## src/rtl/systolic_skew_feeder.sv

```systemverilog
// ---------------------------------------------------------------------------
// systolic_skew_feeder
//
// Operand sequencer for an NxN output-stationary systolic array. It accepts
// one A and one B matrix per job and latches both. It then clears the array
// and emits diagonally skewed lane vectors. After that it drains with zero
// vectors, and finally holds the array until the consumer takes the product.
//
// Ports
//   clock         rising-edge clock
//   reset_n       asynchronous active-low reset (synchronous release upstream)
//   in_valid      a_mat/b_mat hold a job
//   in_ready      feeder can accept a job (IDLE only)
//   a_mat, b_mat  NxN operands, element (r,c) at bits [(r*N+c)*W +: W]
//   A, B          skewed lane vectors, lane l at bits [l*W +: W]
//   en            array advance enable
//   array_clear   one-cycle accumulator clear
//   result_valid  array output holds the completed product
//   result_ready  consumer has taken the result
//   busy          feeder is not idle
//
// Every output is a flop loaded from the decode of the next registered
// state. The outputs therefore track the registered state exactly. There is
// no combinational path from any input to any output, and all outputs
// (including in_ready) read zero while reset is applied.
// ---------------------------------------------------------------------------
module systolic_skew_feeder #(
  parameter int N            = 2,
  parameter int W            = 32,
  parameter int DRAIN_CYCLES = 3
) (
  input  logic             clock,
  input  logic             reset_n,
  input  logic             in_valid,
  output logic             in_ready,
  input  logic [N*N*W-1:0] a_mat,
  input  logic [N*N*W-1:0] b_mat,
  output logic [N*W-1:0]   A,
  output logic [N*W-1:0]   B,
  output logic             en,
  output logic             array_clear,
  output logic             result_valid,
  input  logic             result_ready,
  output logic             busy
);

  localparam int FEED_LEN = 2 * N - 1;
  localparam int CNT_MAX  = (FEED_LEN > DRAIN_CYCLES) ? FEED_LEN : DRAIN_CYCLES;
  localparam int CW       = $clog2(CNT_MAX + 1);
  localparam logic [CW-1:0] FEED_LAST  = CW'(FEED_LEN - 1);
  localparam logic [CW-1:0] DRAIN_LAST = CW'(DRAIN_CYCLES - 1);

  typedef enum logic [2:0] {
    S_IDLE  = 3'd0,
    S_CLEAR = 3'd1,
    S_FEED  = 3'd2,
    S_DRAIN = 3'd3,
    S_DONE  = 3'd4
  } state_t;

  state_t             state_r, state_s;
  logic [CW-1:0]      cnt_r, cnt_s;
  logic [N*N*W-1:0]   a_r, a_s, b_r, b_s;

  logic [N*W-1:0]     a_vec_r, a_vec_s, b_vec_r, b_vec_s;
  logic               in_ready_r, in_ready_s;
  logic               en_r, en_s;
  logic               clear_r, clear_s;
  logic               rvalid_r, rvalid_s;
  logic               busy_r, busy_s;

  // Lane i of A at time t carries row i, walking its columns from the last
  // one down to column 0. Lane i starts i cycles late, which gives the skew.
  function automatic logic [N*W-1:0] skew_a(input logic [CW-1:0] t,
                                            input logic [N*N*W-1:0] m);
    logic [N*W-1:0] v;
    int d;
    v = '0;
    for (int i = 0; i < N; i++) begin
      d = int'(t) - i;
      if ((d >= 0) && (d < N)) begin
        v[i*W +: W] = m[(i*N + (N - 1 - d))*W +: W];
      end else begin
        v[i*W +: W] = '0;
      end
    end
    return v;
  endfunction

  // Lane j of B at time t carries column j, walking its rows from the last
  // one up to row 0. This matches the k order used on the A side.
  function automatic logic [N*W-1:0] skew_b(input logic [CW-1:0] t,
                                            input logic [N*N*W-1:0] m);
    logic [N*W-1:0] v;
    int d;
    v = '0;
    for (int j = 0; j < N; j++) begin
      d = int'(t) - j;
      if ((d >= 0) && (d < N)) begin
        v[j*W +: W] = m[((N - 1 - d)*N + j)*W +: W];
      end else begin
        v[j*W +: W] = '0;
      end
    end
    return v;
  endfunction

  // Next-state, counter and operand-latch logic.
  always_comb begin
    state_s = state_r;
    cnt_s   = cnt_r;
    a_s     = a_r;
    b_s     = b_r;
    case (state_r)
      S_IDLE: begin
        if (in_valid && in_ready_r) begin
          state_s = S_CLEAR;
          cnt_s   = '0;
          a_s     = a_mat;
          b_s     = b_mat;
        end else begin
          state_s = S_IDLE;
        end
      end
      S_CLEAR: begin
        state_s = S_FEED;
        cnt_s   = '0;
      end
      S_FEED: begin
        if (cnt_r == FEED_LAST) begin
          state_s = S_DRAIN;
          cnt_s   = '0;
        end else begin
          cnt_s = cnt_r + CW'(1);
        end
      end
      S_DRAIN: begin
        if (cnt_r == DRAIN_LAST) begin
          state_s = S_DONE;
          cnt_s   = '0;
        end else begin
          cnt_s = cnt_r + CW'(1);
        end
      end
      S_DONE: begin
        if (result_ready) begin
          state_s = S_IDLE;
        end else begin
          state_s = S_DONE;
        end
      end
      default: begin
        state_s = S_IDLE;
        cnt_s   = '0;
      end
    endcase
  end

  // Output decode of the next state, loaded into the output flops below.
  always_comb begin
    in_ready_s = (state_s == S_IDLE);
    busy_s     = (state_s != S_IDLE);
    clear_s    = (state_s == S_CLEAR);
    en_s       = (state_s == S_FEED) || (state_s == S_DRAIN);
    rvalid_s   = (state_s == S_DONE);
    if (state_s == S_FEED) begin
      a_vec_s = skew_a(cnt_s, a_s);
      b_vec_s = skew_b(cnt_s, b_s);
    end else begin
      a_vec_s = '0;
      b_vec_s = '0;
    end
  end

  // State, counter and latched operands.
  always_ff @(posedge clock or negedge reset_n) begin
    if (!reset_n) begin
      state_r <= S_IDLE;
      cnt_r   <= '0;
      a_r     <= '0;
      b_r     <= '0;
    end else begin
      state_r <= state_s;
      cnt_r   <= cnt_s;
      a_r     <= a_s;
      b_r     <= b_s;
    end
  end

  // Registered outputs.
  always_ff @(posedge clock or negedge reset_n) begin
    if (!reset_n) begin
      in_ready_r <= 1'b0;
      busy_r     <= 1'b0;
      clear_r    <= 1'b0;
      en_r       <= 1'b0;
      rvalid_r   <= 1'b0;
      a_vec_r    <= '0;
      b_vec_r    <= '0;
    end else begin
      in_ready_r <= in_ready_s;
      busy_r     <= busy_s;
      clear_r    <= clear_s;
      en_r       <= en_s;
      rvalid_r   <= rvalid_s;
      a_vec_r    <= a_vec_s;
      b_vec_r    <= b_vec_s;
    end
  end

  assign in_ready     = in_ready_r;
  assign busy         = busy_r;
  assign array_clear  = clear_r;
  assign en           = en_r;
  assign result_valid = rvalid_r;
  assign A            = a_vec_r;
  assign B            = b_vec_r;

endmodule

```

## config.mk

```make
export PLATFORM = sky130hd
export DESIGN_NAME = systolic_skew_feeder
export DESIGN_NICKNAME = d
export VERILOG_FILES = /design/src/rtl/systolic_skew_feeder.sv
export SDC_FILE = /design/constraint.sdc
export NUM_CORES = 1
export LEC_CHECK = 0
export CORE_MARGIN = 4
export CORE_UTILIZATION = 30
export CTS_BUF_LIST = sky130_fd_sc_hd__clkbuf_16
export CTS_CLUSTER_DIAMETER = 80
export CTS_CLUSTER_SIZE = 8
export DETAILED_ROUTE_END_ITERATION = 12
export SLEW_MARGIN = 10
export SYNTH_ARGS = -nofsm -noshare
export SYNTH_HDL_FRONTEND = slang
export SYNTH_SLANG_ARGS = --single-unit
```

## constraint.sdc

```tcl
create_clock -name clock -period 2.93 [get_ports clock]
set_clock_uncertainty 0.1 [all_clocks]
set_input_delay 0.879 -clock clock [delete_from_list [all_inputs] [get_ports clock]]
set_output_delay 0.879 -clock clock [all_outputs]
set_load 0.005 [all_outputs]
```

; ---- Word level (Yosys, flattened, before mapping)
; Cells that the tools add are included.
[totals]
wordCells = 60
latch_bits = 0
ramBits = 0
rom_bits = 0
inputBits = 260
register_bits = 394
n_memories = 0
output_inout_bits = 133
[op_classes]
mux = 18
div = 0
n_eq_ne = 9
reduce_logical = 8
add_sub_neg = 6
multipliers = 0
n_bitwise = 0
shifts = 4
magnitude_cmp = 4
[ops]
columns = operator, n
row1 = 2-to-1 mux 128 bit, 4
row2 = 2-to-1 mux 32 bit, 4
row3 = 2-to-1 mux 64 bit, 2
row4 = indexed part select 128 x 11 -> 32 bit, 1
row5 = indexed part select 128 x 32 -> 32 bit, 1
row6 = indexed part select 128 x 8 -> 32 bit, 1
row7 = indexed part select 128 x 9 -> 32 bit, 1
row8 = case mux 3 bit (5 select lines), 1
row9 = "equality test 3 x 2 -> 1 bit, second input constant", 4
row10 = 2-to-1 mux 3 bit, 3
row11 = "adder 5 x 2 -> 6 bit, second input constant", 1
row12 = "equality test 3 x 1 -> 1 bit, second input constant", 2
row13 = "equality test 3 bit, second input constant", 2
row14 = zero test 3 bit, 2
row15 = case mux 2 bit (3 select lines), 1
row16 = "adder 3 x 4 -> 5 bit, first input constant", 1
row17 = 2-to-1 mux 2 bit, 2
row18 = "subtractor 2 x 3 -> 4 bit, first input constant", 1
row19 = "greater-or-equal comparator 3 x 1 -> 1 bit, second input constant", 1
row20 = logical AND 1 bit, 3
row21 = "< comparator 3 bit, second input constant", 1
row22 = nonzero test 3 bit, 1
row23 = "subtractor 1 x 2 -> 3 bit, first input constant", 1
row24 = "subtractor 2 x 1 -> 3 bit, second input constant", 1
row25 = 7 further kinds, 7

; ---- Depth between registers and ports, before layout
; Gate-level depths: netlist of the first run.
[logic_depth]
ltp_word = 9
depth_mapped = 11
ltp_nobuf = 7

; ---- Worst setup path after synthesis of the first run
; OpenSTA, ideal clock, no wires.
[synth_timing]
path_type = input port to flip-flop
start = input in_valid
end = register a_vec_r[42] (netlist: A[42])
setup_ps = 159
path_slack_ps = -39
stages = 11
arrival_time_ps = 2710
cell_sequence = nand2_1 > o21a_1 > a21o_1 > inv_2 > buf_2 > buf_2 > ha_1 > nand4bb_1 > clkbuf_1 > clkbuf_1 > a221oi_1
[synth_via]
elab_chain_len = 9
word_cells_on_any_way = 17
[synth_rtl]
columns = element, line
row1 = "start, declared", 34  ; input logic in_valid,
row2 = logical AND 1 bit (*), 116  ; if (in_valid && in_ready_r) begin
row3 = 2-to-1 mux 2 bit, 116
row4 = case mux 2 bit (3 select lines), 114  ; case (state_r)
row5 = subtractor 2 x 1 -> 3 bit, 80  ; d = int'(t) - i;
row6 = subtractor 2 x 3 -> 4 bit, 82  ; v[i*W +: W] = m[(i*N + (N - 1 - d))*W +: W];
row7 = adder 3 x 4 -> 5 bit, 82
row8 = indexed part select 128 x 32 -> 32 bit, 82
row9 = 2-to-1 mux 32 bit, 81  ; if ((d >= 0) && (d < N)) begin
row10 = 2-to-1 mux 64 bit (*), 166  ; if (state_s == S_FEED) begin
row11 = net a_vec_s[42], 65  ; logic [N*W-1:0] a_vec_r, a_vec_s, b_vec_r, b_vec_s;
row12 = "end signal, assigned", 206  ; a_vec_r <= a_vec_s;
row13 = "end, declared", 65
; The timed path passes the listed nets; every way through them passes the cells marked *.

; ---- Worst setup path in the final report of the first run
[layout_timing]
start = input in_valid
end = register b_vec_r[62] (netlist: B[62])
[layout_via]
elab_chain_len = 9
word_cells_on_any_way = 17
[layout_rtl]
columns = element, line
row1 = logical AND 1 bit (*), 116
row2 = 2-to-1 mux 2 bit (*), 116
row3 = case mux 2 bit (3 select lines) (*), 114
row4 = net cnt_s[1], 62  ; logic [CW-1:0] cnt_r, cnt_s;
row5 = subtractor 2 x 1 -> 3 bit (*), 98  ; d = int'(t) - j;
row6 = subtractor 2 x 3 -> 4 bit, 100  ; v[j*W +: W] = m[((N - 1 - d)*N + j)*W +: W];
row7 = adder 5 x 2 -> 6 bit, 100
row8 = indexed part select 128 x 11 -> 32 bit, 100
row9 = 2-to-1 mux 32 bit (*), 99  ; if ((d >= 0) && (d < N)) begin
row10 = 2-to-1 mux 64 bit (*), 166
row11 = net b_vec_s[62], 65
row12 = "end signal, assigned", 207  ; b_vec_r <= b_vec_s;
row13 = "end, declared", 65
; Marks and branches as above.

==> impl_metrics.json, run 1 <==
{
  "start_kind": "input port",
  "leakagePower_nw": 9.63,
  "fmax_mhz": 392,
  "ir_worst_vdd_uv": 722,
  "clk_latency_ns": 0.59,
  "ant_nets": 0,
  "ys_ff_latch": 394,
  "drc": 0,
  "cts_sinks": 394,
  "routabilityCongestion": 0.770,
  "cts_hold_buffers": 0,
  "timing.final.crit_share": 0.871,
  "synth.distinct_cells": 35,
  "path_cells": "clkdlybuf4s50_1, nand2_1, o21a_1, a22oi_1, inv_1, ha_1, nand4bb_2, buf_12, buf_12, a221oi_2",
  "die-area_sq_um": 54500,
  "track_usage": 0.150,
  "grt_pass1_vias": 10959,
  "dieWidth_um": 233,
  "grt_first_pass_wirelength_mm": 63.7,
  "area_delta_synth_final_pct": 44.4,
  "final_net_count": 1795,
  "worst_pin_slew_ns": 0.793,
  "yosysTopAreaCellShare": 0.647,
  "initial_core_util": 0.304,
  "end_kind": "register",
  "power_w": 0.0224,
  "grt_remaining_overflow": 0,
  "yosys_warnings": 0,
  "num_io_pins": 393,
  "drive_gt1_frac": 0.208,
  "row_count": 82,
  "postSynthAreaPerCell_sq_um": 14.1,
  "arrival_ns": 2.94,
  "drtPass1Iterations": 5,
  "cp_data_required_time_ns": 3.32,
  "viasPerCell": 4.57,
  "core_sq_um": 50200,
  "cp_slowest_stage_delay_ns": 0.45,
  "post_cts_resized": 0,
  "syn_area_sq_um": 15200,
  "num_antenna_cells": 0,
  "critPathSlowestCell": "clkdlybuf4s50_1",
  "syn_inst": 1081,
  "hold_viol": 0,
  "cts_buffers": 55,
  "status": "complete, no violations",
  "drt_iter0_drc": 475,
  "antenna_found_initial": 4,
  "post_cts_buffers": 0,
  "htree_levels": 2,
  "synthTopCellsByArea": "dfrtp_1, mux2_2, o221a_1",
  "finalCriticalPeriod_ns": 2.55,
  "setup-violations-final": 0,
  "clockBufferDepth": 3,
  "slew_violations": 0,
  "grt_max_degree": 66,
  "cpMostUsedCell": "buf_12",
  "hold_class": "input port to async pin",
  "worstSetupPathType": "input port to register",
  "via_count": 10092,
  "cellPowerDensity_nw_per_um2": 1020,
  "crit_buf_inv": 4,
  "wl_per_cell_um": 18.9,
  "hold-worst-slack_ns": 0.140,
  "clkTransAtPathRegs_ns": 0.05,
  "totalWireLength_mm": 41.9,
  "port_buffers": 392,
  "yosysTopAreaCell": "dfrtp_1",
  "rsz0062_at_grt": "no",
  "drv_cap": 0,
  "relSlewSlack": 0.470,
  "syn_nets": 1343,
  "seq_area_frac_synth": 0.647,
  "cts_tree": "built",
  "critPathMaxFanout": 24,
  "detailed_place_hpwl_mm": 28.8,
  "cpLargestDelayFamily": "buffers and inverters",
  "clockRootBuffer": "clkbuf_16",
  "fp.dieH_um": 233
}
[cell usage in the layout (no fill, tap or decap), types with 2 or more instances in the layout]
cell type and n:
dfrtp_1 394, clkdlybuf4s50_1 391, inv_1 130, mux2_2 128
o21ai_0 67, nand2_1 65, mux2i_1 64, o221a_1 64
clkbuf_16 55, buf_4 47, a221oi_2 41, buf_12 34
a221oi_1 23, inv_6 3, nor2b_1 2, nor3b_1 2
nand2b_1 2, nand4bb_2 2, or3_1 2, ha_1 2
[flip-flops by register name (all words and copies together) (netlist names)]
register and cells:
A 64, cnt_r 2, result_valid 1, in_ready 1
B 64, array_clear 1, b_r 128, state_r 3
busy 1, en 1, a_r 128
[layout make-up]
cell class,instances,area (sq um)
Sequential cell,394,9860
Multi-Input combinational cell,479,4460
Tap cell,672,841
Fill cell,4546,28100
Clock buffer,55,1380
Timing Repair Buffer,473,4960
Clock inverter,6,38.8
Inverter,130,488
[logic make-up after synthesis]
family                   after synthesis  synth area share
adder cells (fa/ha/maj)                2           0.00164
multiplexers                         192             0.137
flip-flops                           394             0.647
AND/OR/NAND/NOR                       82            0.0240
buffers and inverters                208            0.0629
XOR/XNOR                               1          0.000574
AO/OA/AOI/OAI                        202             0.128
[layer usage]
| layer | global-route usage | up-vias | share of wire |
|---|---|---|---|
| met5 | 0 | - | 0.00086 |
| met2 | 0.236 | 304 | 0.46 |
| met4 | 0.0459 | 6 | 0.023 |
| met1 | 0.194 | 5036 | 0.42 |
| li1 | - | 4666 | - |
| met3 | 0.0559 | 80 | 0.092 |
[worst paths after layout]
path | to | slack [ns] | start | depth (start not counted)
min in group clock | b_r[121] | 0.37 | b_r[121] | 2
max in group asynchronous | A[19] | 1.82 | reset_n | 3
worst min-delay path | A[46] | 0.14 | reset_n | 1
worst min register to register | b_r[121] | 0.37 | b_r[121] | 2
worst max-delay path | B[62] | 0.38 | in_valid | 10
worst max register to register | A[63] | 0.50 | state_r[1] | 9
[through the flow]
step	setup slack, ns	setup TNS [ns]	cell area, sq um	util	std cells
CTS	0.351	0	22000	0.439	2209
global placement	-0.222	-10.02	20600	0.411	2148
floorplan	-0.0394	-0.0788	15300	-	1081
detailed placement	-0.217	-9.94	20600	0.411	2148
finish	0.378	0	22000	0.439	2209
global route	0.236	0	22000	0.439	2209
[cell usage after synthesis, drive strengths merged]
library cell	instances
dfrtp	394
inv	130
mux2	128
o21ai	67
nand2	65
a221oi	64
mux2i	64
o221a	64
buf	58
clkbuf	20
nor3b	3
a21o	2
ha	2
nand2b	2
nand4bb	2
nor2b	2
or3	2
a211o	1
a211oi	1
a21oi	1
a22oi	1
and2b	1
nand3	1
nand3b	1
nor2	1
nor3	1
nor4	1
o21a	1
xor2	1
[worst register-to-register path, cell delays in order, from the launching register on]
cell and delay [ns]:
dfrtp_1 0.44, and2b_1 0.19, nor3b_2 0.35, a21o_4 0.17
inv_2 0.04, ha_1 0.31, nand4bb_2 0.15, buf_12 0.20
buf_12 0.14, a221oi_1 0.22
[power by group]
part / internal (W) / switching [W] / total (W) / leakage [nW]
registers: 0.00777 / 0.000749 / 0.00852 / 4.94
clock network: 0.00327 / 0.00219 / 0.00547 / 0.702
logic: 0.00417 / 0.00422 / 0.00839 / 3.99
Note: power is estimated with default switching activity, not from simulation.
==> run 2, diff against run 1 <==
- clock period: 2.93 -> 2.3 ns (I/O delays scaled with it)
==> impl_metrics.json, run 2 (synthesis results as in run 1) <==
{
  "status": "complete, no violations",
  "timing.final.crit_share": 0.993,
  "clockRootBuffer": "clkbuf_16",
  "die-area_sq_um": 54500,
  "fp.dieH_um": 233,
  "ir_worst_vdd_uv": 704,
  "cellPowerDensity_nw_per_um2": 1310,
  "drc": 0,
  "hold_class": "register to register",
  "final_cell_mix": "dfrtp_1, clkdlybuf4s50_1, inv_1, mux2_2, o21ai_0",
  "grt_max_degree": 100,
  "cp_data_required_time_ns": 2.66,
  "end_kind": "register",
  "finalCriticalPeriod_ns": 2.28,
  "cts_tree": "built",
  "clk_latency_ns": 0.57,
  "start_kind": "register",
  "arrival_ns": 2.64,
  "final_net_count": 1780,
  "finalInstanceArea_sq_um": 22100,
  "antenna_found_initial": 3,
  "ant_nets": 0,
  "port_buffers": 392,
  "via_count": 10144,
  "initial_core_util": 0.304,
  "totalWireLength_mm": 42.2,
  "reg.largest.list": "a_r: 128 flops, b_r: 128 flops",
  "routabilityCongestion": 0.749,
  "fmax_mhz": 438,
  "core_sq_um": 50200,
  "track_usage": 0.150,
  "setup-violations-final": 0,
  "relSlewSlack": 0.652,
  "htree_levels": 2,
  "critPathMaxFanout": 22,
  "postLayoutCoreUtil": 0.440,
  "cts_buffers": 55,
  "clkTransAtPathRegs_ns": 0.05,
  "layout_commonest_cell": "dfrtp_1",
  "num_io_pins": 393,
  "clockBufferDepth": 3,
  "rsz0062_at_grt": "yes",
  "drt_iter0_drc": 527,
  "power_w": 0.0289,
  "num-fill-cells": 4606,
  "viasPerCell": 4.62,
  "worst_pin_slew_ns": 0.517,
  "grt_pass1_vias": 11114,
  "setup_tns_ns": 0,
  "drive_gt1_frac": 0.223,
  "cts_sinks": 394,
  "leakagePower_nw": 9.76,
  "dpl-instance-area_sq_um": 20400,
  "row_count": 82,
  "drv_cap": 0,
  "drtPass1Iterations": 6,
  "detailed_place_hpwl_mm": 28.7,
  "grt_remaining_overflow": 0,
  "worstSetupPathType": "register to register",
  "hold_viol": 0,
  "hold-worst-slack_ns": 0.380,
  "slew_violations": 0,
  "dieWidth_um": 233,
  "area_delta_synth_final_pct": 44.8,
  "grt_first_pass_wirelength_mm": 63.9,
  "wl_per_cell_um": 19.2
}
==> run 2: final cells by class <==
cell class                      count  area [sq um]  area share
Tap cell                          672           841      0.0381
Antenna cell                        2          5.00    0.000227
Multi-Input combinational cell    479          4670       0.212
Timing Repair Buffer              458          4750       0.215
Inverter                          130           490      0.0222
Sequential cell                   394          9860       0.447
Clock inverter                      2          33.8     0.00153
Clock buffer                       57          1430      0.0646
==> run 2: path summary, 6_finish.rpt <==
path | cells past startpoint | slack [ns] | start | to
setup / recovery | 9 | 0.02 | state_r[2] | A[47]
hold / removal | 2 | 0.38 | a_r[127] | a_r[127]
setup reg to reg | 9 | 0.02 | state_r[2] | A[47]
hold reg to reg | 2 | 0.38 | a_r[127] | a_r[127]
max in group asynchronous | 3 | 0.71 | reset_n | state_r[1]
min in group asynchronous | 2 | 0.55 | reset_n | b_r[100]
==> run 2: stage by stage <==
step,cells,worst slack (ns)
floorplan,1081,-0.0166
global placement,2127,-0.698
detailed placement,2127,-0.694
CTS,2189,-0.0506
global route,2193,-0.112
finish,2194,0.0151
==> run 2: routing by layer <==
metal | track usage | vias to the layer above | part of all wire | wire [um]
met5 | 0 | - | 0 | 0
met4 | 0.0520 | 0 | 0.028 | 1160
met3 | 0.0500 | 77 | 0.076 | 3210
met2 | 0.247 | 301 | 0.49 | 20500
met1 | 0.184 | 5140 | 0.41 | 17300
li1 | - | 4626 | - | -
==> run 2: power breakdown <==
| part | leakage [nW] | internal (W) | switching, W |
|---|---|---|---|
| clock network | 0.718 | 0.00440 | 0.00274 |
| logic | 4.10 | 0.00523 | 0.00566 |
| registers | 4.94 | 0.00990 | 0.000966 |
| total | 9.76 | 0.0195 | 0.00936 |
==> run 2: worst max-delay path: stages (launching register included) <==
cell,delay (ns)
dfrtp_1,0.39
and2b_1,0.22
nor3b_4,0.25
buf_4,0.17
a21o_4,0.11
inv_4,0.04
ha_4,0.28
nand4bb_4,0.17
buf_12,0.22
a221oi_2,0.21
==> run 2: timing repair <==
action,4_1_cts,5_1_grt
hold buffers,1,0
endpoints found under the setup margin,112,163
buffers inserted,2,1
gates cloned,0,2
gates resized for setup,11,32
hold endpoints to repair,32,0
